### src/rtl/ext_bus_sequencer.sv
// rtl/ext_bus_sequencer.sv - external 14-bit addr / 8-bit data bus transaction sequencer
//
// Ports:
//   clk, rst_n                 clock, synchronous active-low reset
//   bus_en                     1 = pads may be driven, 0 = release pads once idle
//   req_valid/req_ready        request handshake (req_write, req_addr, req_wdata)
//   rsp_valid, rsp_rdata       one-cycle read completion pulse, read data (held)
//   busy                       high in any non-idle state
//   addr_o, addr_dir           address pad value and drive enable
//   data_i, data_o, data_dir   data pad input, output value and drive enable
//   rd_n, wr_n                 active-low strobes
module ext_bus_sequencer #(
    parameter int SETUP_CYC  = 1,
    parameter int STROBE_CYC = 2,
    parameter int HOLD_CYC   = 1,
    parameter int TURN_CYC   = 2
) (
    input  logic        clk,
    input  logic        rst_n,
    input  logic        bus_en,
    input  logic        req_valid,
    output logic        req_ready,
    input  logic        req_write,
    input  logic [13:0] req_addr,
    input  logic [7:0]  req_wdata,
    output logic        rsp_valid,
    output logic [7:0]  rsp_rdata,
    output logic        busy,
    output logic [13:0] addr_o,
    output logic        addr_dir,
    input  logic [7:0]  data_i,
    output logic [7:0]  data_o,
    output logic        data_dir,
    output logic        rd_n,
    output logic        wr_n
);

    localparam logic [3:0] SETUP_LD  = 4'(SETUP_CYC - 1);
    localparam logic [3:0] STROBE_LD = 4'(STROBE_CYC - 1);
    localparam logic [3:0] HOLD_LD   = 4'(HOLD_CYC - 1);
    localparam logic [3:0] TURN_LD   = 4'(TURN_CYC - 1);

    typedef enum logic [2:0] {
        S_IDLE,
        S_TURN,
        S_SETUP,
        S_STROBE,
        S_HOLD
    } state_t;

    state_t     state, state_nxt;
    logic [3:0] cnt, cnt_nxt;
    logic       is_wr;
    logic       last_rd;    // data pads may be driven by someone else
    logic       accept;
    logic       nxt_wr;
    logic       strobe_last;

    assign req_ready   = (state == S_IDLE) && bus_en && rst_n;
    assign accept      = req_valid && req_ready;
    // Direction of the transaction in the state being entered; on the
    // accept edge the latch has not been loaded yet.
    assign nxt_wr      = accept ? req_write : is_wr;
    assign strobe_last = (state == S_STROBE) && (cnt == 4'd0);

    always_comb begin
        state_nxt = state;
        cnt_nxt   = cnt;
        case (state)
            S_IDLE: begin
                cnt_nxt = 4'd0;
                if (accept) begin
                    if (req_write && last_rd) begin
                        state_nxt = S_TURN;
                        cnt_nxt   = TURN_LD;
                    end else begin
                        state_nxt = S_SETUP;
                        cnt_nxt   = SETUP_LD;
                    end
                end
            end
            S_TURN: begin
                if (cnt == 4'd0) begin
                    state_nxt = S_SETUP;
                    cnt_nxt   = SETUP_LD;
                end else begin
                    cnt_nxt = cnt - 4'd1;
                end
            end
            S_SETUP: begin
                if (cnt == 4'd0) begin
                    state_nxt = S_STROBE;
                    cnt_nxt   = STROBE_LD;
                end else begin
                    cnt_nxt = cnt - 4'd1;
                end
            end
            S_STROBE: begin
                if (cnt == 4'd0) begin
                    state_nxt = S_HOLD;
                    cnt_nxt   = HOLD_LD;
                end else begin
                    cnt_nxt = cnt - 4'd1;
                end
            end
            S_HOLD: begin
                if (cnt == 4'd0) begin
                    state_nxt = S_IDLE;
                    cnt_nxt   = 4'd0;
                end else begin
                    cnt_nxt = cnt - 4'd1;
                end
            end
            default: begin
                state_nxt = S_IDLE;
                cnt_nxt   = 4'd0;
            end
        endcase
    end

    // Outputs are registered from the state being entered so they line up
    // with the state they belong to.
    always_ff @(posedge clk) begin
        if (!rst_n) begin
            state     <= S_IDLE;
            cnt       <= 4'd0;
            is_wr     <= 1'b0;
            last_rd   <= 1'b1;
            rsp_valid <= 1'b0;
            rsp_rdata <= 8'h00;
            busy      <= 1'b0;
            addr_o    <= 14'h0000;
            addr_dir  <= 1'b0;
            data_o    <= 8'h00;
            data_dir  <= 1'b0;
            rd_n      <= 1'b1;
            wr_n      <= 1'b1;
        end else begin
            state     <= state_nxt;
            cnt       <= cnt_nxt;
            busy      <= (state_nxt != S_IDLE);
            rd_n      <= !((state_nxt == S_STROBE) && !nxt_wr);
            wr_n      <= !((state_nxt == S_STROBE) && nxt_wr);
            data_dir  <= nxt_wr && ((state_nxt == S_SETUP) || (state_nxt == S_STROBE) ||
                                    (state_nxt == S_HOLD));
            rsp_valid <= strobe_last && !is_wr;
            if (strobe_last && !is_wr) begin
                rsp_rdata <= data_i;
                last_rd   <= 1'b1;
            end
            if ((state == S_TURN) && (cnt == 4'd0)) begin
                last_rd <= 1'b0;
            end
            if (accept) begin
                is_wr    <= req_write;
                addr_o   <= req_addr;
                addr_dir <= 1'b1;
                if (req_write) begin
                    data_o <= req_wdata;
                end
            end else if ((state == S_IDLE) && !bus_en) begin
                // Bus handed over: someone else may drive data, so the next
                // write needs a turnaround.
                addr_dir <= 1'b0;
                last_rd  <= 1'b1;
            end
        end
    end

endmodule
### config.mk
export PLATFORM = sky130hd
export DESIGN_NAME = ext_bus_sequencer
export DESIGN_NICKNAME = d
export VERILOG_FILES = /design/src/rtl/ext_bus_sequencer.sv
export SDC_FILE = /design/constraint.sdc
export NUM_CORES = 1
export LEC_CHECK = 0
export CAP_MARGIN = 20
export CORE_ASPECT_RATIO = 0.8
export CORE_MARGIN = 10
export CORE_UTILIZATION = 44
export DETAILED_ROUTE_END_ITERATION = 10
export PLACE_DENSITY = 0.85
export SLEW_MARGIN = 40
export SYNTH_ARGS = -nofsm -noshare
export SYNTH_HDL_FRONTEND = slang
export SYNTH_SLANG_ARGS = --single-unit
### constraint.sdc
create_clock -name clk -period 3.2 [get_ports clk]
set_clock_uncertainty 0.2 [all_clocks]
set_input_delay 0.32 -clock clk [delete_from_list [all_inputs] [get_ports clk]]
set_output_delay 0.32 -clock clk [all_outputs]
set_load 0.01 [all_outputs]
# ---- Yosys cells after proc, flatten, opt, wreduce, memory -nomap -nowiden
# Index checks and enable logic that the tools add are counted.
# W data, S select, Z words.
dict set report classes {
  add_sub_neg 1
  n_eq_ne 7
  n_mux 19
  n_reduce_logical 24
}
# cell n
set ops {}
lappend ops {{$mux W3} 5}
lappend ops {{$pmux W3 S5} 1}
lappend ops {{$eq A3 B2 Y1 const B} 4}
lappend ops {{$pmux W4 S3} 1}
lappend ops {{$logic_and A1 B1 Y1} 11}
lappend ops {{$mux W1} 9}
lappend ops {{$mux W4} 2}
lappend ops {{$eq A3 B3 Y1 const B} 2}
lappend ops {{$logic_not A1 Y1} 5}
lappend ops {{$logic_not A4 Y1} 1}
lappend ops {{$sub A4 B1 Y4 const B} 1}
lappend ops {{$eq A3 B1 Y1 const B} 1}
lappend ops {{$logic_not A3 Y1} 1}
lappend ops {{$reduce_bool A3 Y1} 1}
lappend ops {{$reduce_or A3 Y1} 1}
lappend ops {{$logic_or A1 B1 Y1} 2}
lappend ops {{$mux W2} 1}
lappend ops {{$reduce_and A2 Y1} 1}
lappend ops {{$reduce_bool A2 Y1} 1}
dict set report word_totals {
  reg_bits 45
  output_inout_bits 37
  wordCells 64
}

# ---- Depth between registers and ports, before layout
dict set report depth {
  depth_word 10
  ltp_mapped 7
  ltp_nobuf 7
}

# ---- Least setup slack after synthesis
# OpenSTA, ideal clock, no wires.
dict set report synth_path {
  path_type {register to register}
  from {reg state[0]}
  to {reg wr_n}
  arrival_time_ns 1.637
  slack_ns 1.236
  path_stages_with_launch 6
  n_path_buf 1
  period_less_slack_ns 1.964
  path_cell_list {dfxtp_1 or3_4 or3_1 buf_6 a21boi_4 or3_1}
}
dict set report synth_between {
  elab_chain_len 9
  word_cells_on_any_way 18
}
# item line
set synth_lines {}
lappend synth_lines {{start, declared} 51} ;# state_t state, state_nxt;
lappend synth_lines {{start signal, assigned} 139} ;# state <= state_nxt;
lappend synth_lines {{$logic_not A3 Y1} {59, 69}}
lappend synth_lines {{$logic_and A1 B1 Y1 (2 in a row)} 59} ;# assign req_ready = (state == S_IDLE) && bus_en && rst_n;
lappend synth_lines {{$logic_and A1 B1 Y1} 60} ;# assign accept = req_valid && req_ready;
lappend synth_lines {{$mux W3} 72} ;# if (accept) begin
lappend synth_lines {{$pmux W3 S5} 69} ;# case (state)
lappend synth_lines {{$eq A3 B2 Y1} 143} ;# wr_n <= !((state_nxt == S_STROBE) && nxt_wr);
lappend synth_lines {{$logic_and A1 B1 Y1 *} 143}
lappend synth_lines {{$logic_not A1 Y1 *} 143}
lappend synth_lines {{end signal, assigned} 143}
lappend synth_lines {{end, declared} 35} ;# output logic wr_n
# Mark *: on every way between the ends. The rest lies on a longest branch, timed or not.
# A chain may end at the register's enable or synchronous reset.

# ---- Worst setup path after layout
dict set report layout_path {
  from {reg cnt[0]}
  to {reg rsp_rdata[7]}
}
dict set report layout_between {
  elab_chain_len 3
}
# item line
set layout_lines {}
lappend layout_lines {{start, declared} 52} ;# logic [3:0] cnt, cnt_nxt;
lappend layout_lines {{start signal, assigned} 140} ;# cnt <= cnt_nxt;
lappend layout_lines {{$logic_not A4 Y1} 64} ;# assign strobe_last = (state == S_STROBE) && (cnt == 4'd0);
lappend layout_lines {{$logic_and A1 B1 Y1} 64}
lappend layout_lines {{$logic_and A1 B1 Y1} 147} ;# if (strobe_last && !is_wr) begin
lappend layout_lines {{end signal, assigned} 148} ;# rsp_rdata <= data_i;
lappend layout_lines {{end, declared} 27} ;# output logic [7:0] rsp_rdata,
# No other way between the ends.

==> results_dict.tcl <==
set metrics [dict create \
    worst_setup_path_end_kind "flip-flop" \
    postLayoutCellArea_um2 2590 \
    criticalPathCategory "reg -> reg" \
    postCtsResizedCells 0 \
    areaGrowthSynthToFinish_pct 50.4 \
    cts_post_setup_buffers_inserted 0 \
    max-clock-path-buffers 2 \
    netSwitchingPower_mw 0.447 \
    syn_area_um2 1720 \
    drt-vias-per-instance 4.94 \
    grt_remaining_overflow 0 \
    timing.final.crit_share 0.728 \
    cp_data_arrival_time_ps 2300 \
    layout-drive-gt1-share 0.0520 \
    synth_top_cell_by_area "sky130_fd_sc_hd__dfxtp_1" \
    ys_async_sr_fraction 0 \
    setup_viol_count_final 0 \
    wire_per_inst_um 14.6 \
    report.final.hold_viol_count 0 \
    synthMostInstantiatedCell "sky130_fd_sc_hd__dfxtp_1" \
    synth_edf_count 0 \
    startpoint "cnt[0]" \
    clkTransAtPathRegs_ps 80 \
    largest_net_degree_at_the_start_of_global_routing 23 \
    max_clock_freq_mhz 429 \
    fp.dieArea_um2 6830 \
    cts_made_buffers 5 \
    synth-main-ff-cell "sky130_fd_sc_hd__dfxtp_1" \
    slowest_delay_ps 580 \
    post-layout-total-power_mw 1.54 \
    startpoint_type "flip-flop" \
    clockPowerShare 0.285 \
    placement_rows 20 \
    chipWidth_um 89.9 \
    power.density_nw_per_um2 595 \
    tightest_slew_ps 582 \
    synthTopCellsByArea "sky130_fd_sc_hd__dfxtp_1 (52%), sky130_fd_sc_hd__nand2_1 (8.7%), sky130_fd_sc_hd__a21oi_1 (7.3%)" \
    run_status "completed" \
    detailed_router_s_first_iteration_violation_count 107 \
    cts-hold-fix-buffers 0 \
    first_pass_grt_wire_length_um 7500 \
    rsz0062_at_grt "no" \
    synthesis.yosys.warnings 0 \
    maxCapViolations 0 \
    cts_root_buf "sky130_fd_sc_hd__clkbuf_8" \
    mappedNetlistNets 235 \
    setup_slack_ps 869 \
    detail-route-antenna-nets 0 \
    die_h_um 76.0 \
    fin_crit_ps 2330 \
    yosys.area.top_type_share 0.523 \
    required_ps 3170 \
    worst_r2r_startpoint "cnt[0]" \
    internal_power_mw 1.09 \
    placement.setup.worst_slack_ps 800 \
    gp_routability_congestion 0.823 \
    postPlaceCellArea_um2 2470 \
    worst-path-max-fanout 9 \
    port_buffers 71 \
    post_route_drc 0 \
    detailedPlacementHpwl_um 3600 \
    static-leakage-power_nw 1.00 \
    clock_latency_ps 290 \
    detailroute.via_count 1599 \
    cts_num_sinks 45 \
    pwr-share-comb 0.281 \
    timing.critical_path.cells "inv_1, ha_1, nor3b_2, nand4_1, mux2i_1, nor2_1" \
    yosysSeqAreaShare 0.523 \
    sequentialPowerShare 0.434 \
    avgSynthCellArea_um2 8.70 \
    i_o_pins 72 \
    slew_violations 0 \
    core_area_um2 3780 \
    number_of_flip_flops_and_latches_in_the_synthesized_netlist 45 \
    ys_top_cells_by_count "sky130_fd_sc_hd__dfxtp_1 (45), sky130_fd_sc_hd__nand2_1 (40), sky130_fd_sc_hd__a21oi_1 (25)" \
    finalNetCount 305 \
    slowest_stage "sky130_fd_sc_hd__nand4_1" \
    ir_drop_mv 0.390 \
    floorplan.initialDensity 0.456 \
    netlist_instances 198 \
    synth_cell_type_count 34 \
    netSwitchingFraction 0.290 \
    htree_num_levels 2 \
    grt_pass1_vias 1569 \
    setup_tns_ps 0 \
    hp-start "addr_o[1]" \
    worstHoldPathType "reg -> reg" \
    antenna_found_initial 0 \
    grt_use_total 0.132 \
    timing.slew.headroom 0.611 \
    tritoncts "yes" \
    wl_um 4720 \
    first_pass_iters 4 \
    ant_diodes 0 \
]
==> sequential cells by signal, summed over array words and instances (netlist names) <==
register / flops
addr_dir: 1
addr_o: 14
busy: 1
cnt: 4
data_dir: 1
data_o: 8
is_wr: 1
last_rd: 1
rd_n: 1
rsp_rdata: 8
rsp_valid: 1
state: 3
wr_n: 1
==> cell usage in the layout (no fill, tap or decap), drive strengths merged, types with 2 or more instances in the layout <==
cell type,Yosys,final
clkbuf,8,6
ha,2,2
clkdlybuf4s50,0,71
or3,4,4
xnor2,3,3
a21oi,25,25
nand2,40,40
buf,2,2
nand3b,2,2
nor3,4,4
nor2,20,20
mux2i,8,8
inv,5,5
o21ai,2,2
dfxtp,45,45
a21o,2,2
nand3,10,10
==> routing by layer <==
layer | track usage | up-vias | share of wire
met4 | 0.0286 | 0 | 0.0049
li1 | - | 806 | -
met1 | 0.152 | 725 | 0.44
met3 | 0.0669 | 4 | 0.11
met5 | 0 | - | 0
met2 | 0.214 | 64 | 0.45
==> power groups by stage <==
stage	sequential [mW]	clock [mW]	combinational [mW]
final	0.670	0.439	0.433
after global routing	0.680	0.469	0.479
after CTS	0.670	0.450	0.435
after detailed placement	0.683	0	0.431
after global placement	0.679	0	0.423
after floorplan	0.677	0	0.266
==> kinds of logic (layout without fill, tap and decap cells) <==
kind of cell               count (synthesis)  after routing  share of synthesized area
and+or+nand+nor                           87             87                      0.231
DFF                                       45             45                      0.523
AOI/OAI and AO/OA                         37             37                      0.129
buffers and inverters                     16             87                     0.0400
muxes                                      8              8                     0.0465
xor gates and xnor gates                   3              3                     0.0153
adders and majority gates                  2              2                     0.0145
==> critical path, delay by kind of cell, from the launching register on <==
| kind | cells | cell delay, ps |
|---|---|---|
| and+or+nand+nor | 3 | 1100 |
| DFF | 1 | 350 |
| muxes | 1 | 320 |
| adders and majority gates | 1 | 160 |
| buffers and inverters | 1 | 90 |
==> worst paths after layout <==
path / slack, ps / cells after the start / to
worst max-delay path: 870 / 6 / rsp_rdata[7]
worst min-delay path: 260 / 2 / addr_o[1]
worst max register to register: 870 / 6 / rsp_rdata[7]
worst min register to register: 260 / 2 / addr_o[1]
==> per-stage QoR <==
step,hold WS (ps),utilization,instances
2_1_floorplan,256,-,198
3_3_place_gp,241,0.654,316
3_5_place_dp,247,0.654,316
4_1_cts,258,0.685,324
5_1_grt,271,0.685,324
6_report,257,0.685,324
==> final cells by class <==
| cell class | count | area (µm²) |
|---|---|---|
| clock buffer | 6 | 82.6 |
| sequential | 45 | 901 |
| tap | 55 | 68.8 |
| inverter | 6 | 22.5 |
| clock inverter | 2 | 37.5 |
| fill | 310 | 1190 |
| multi-input combinational | 137 | 752 |
| timing repair buffer | 73 | 726 |
(Power assumes the default switching activity.)
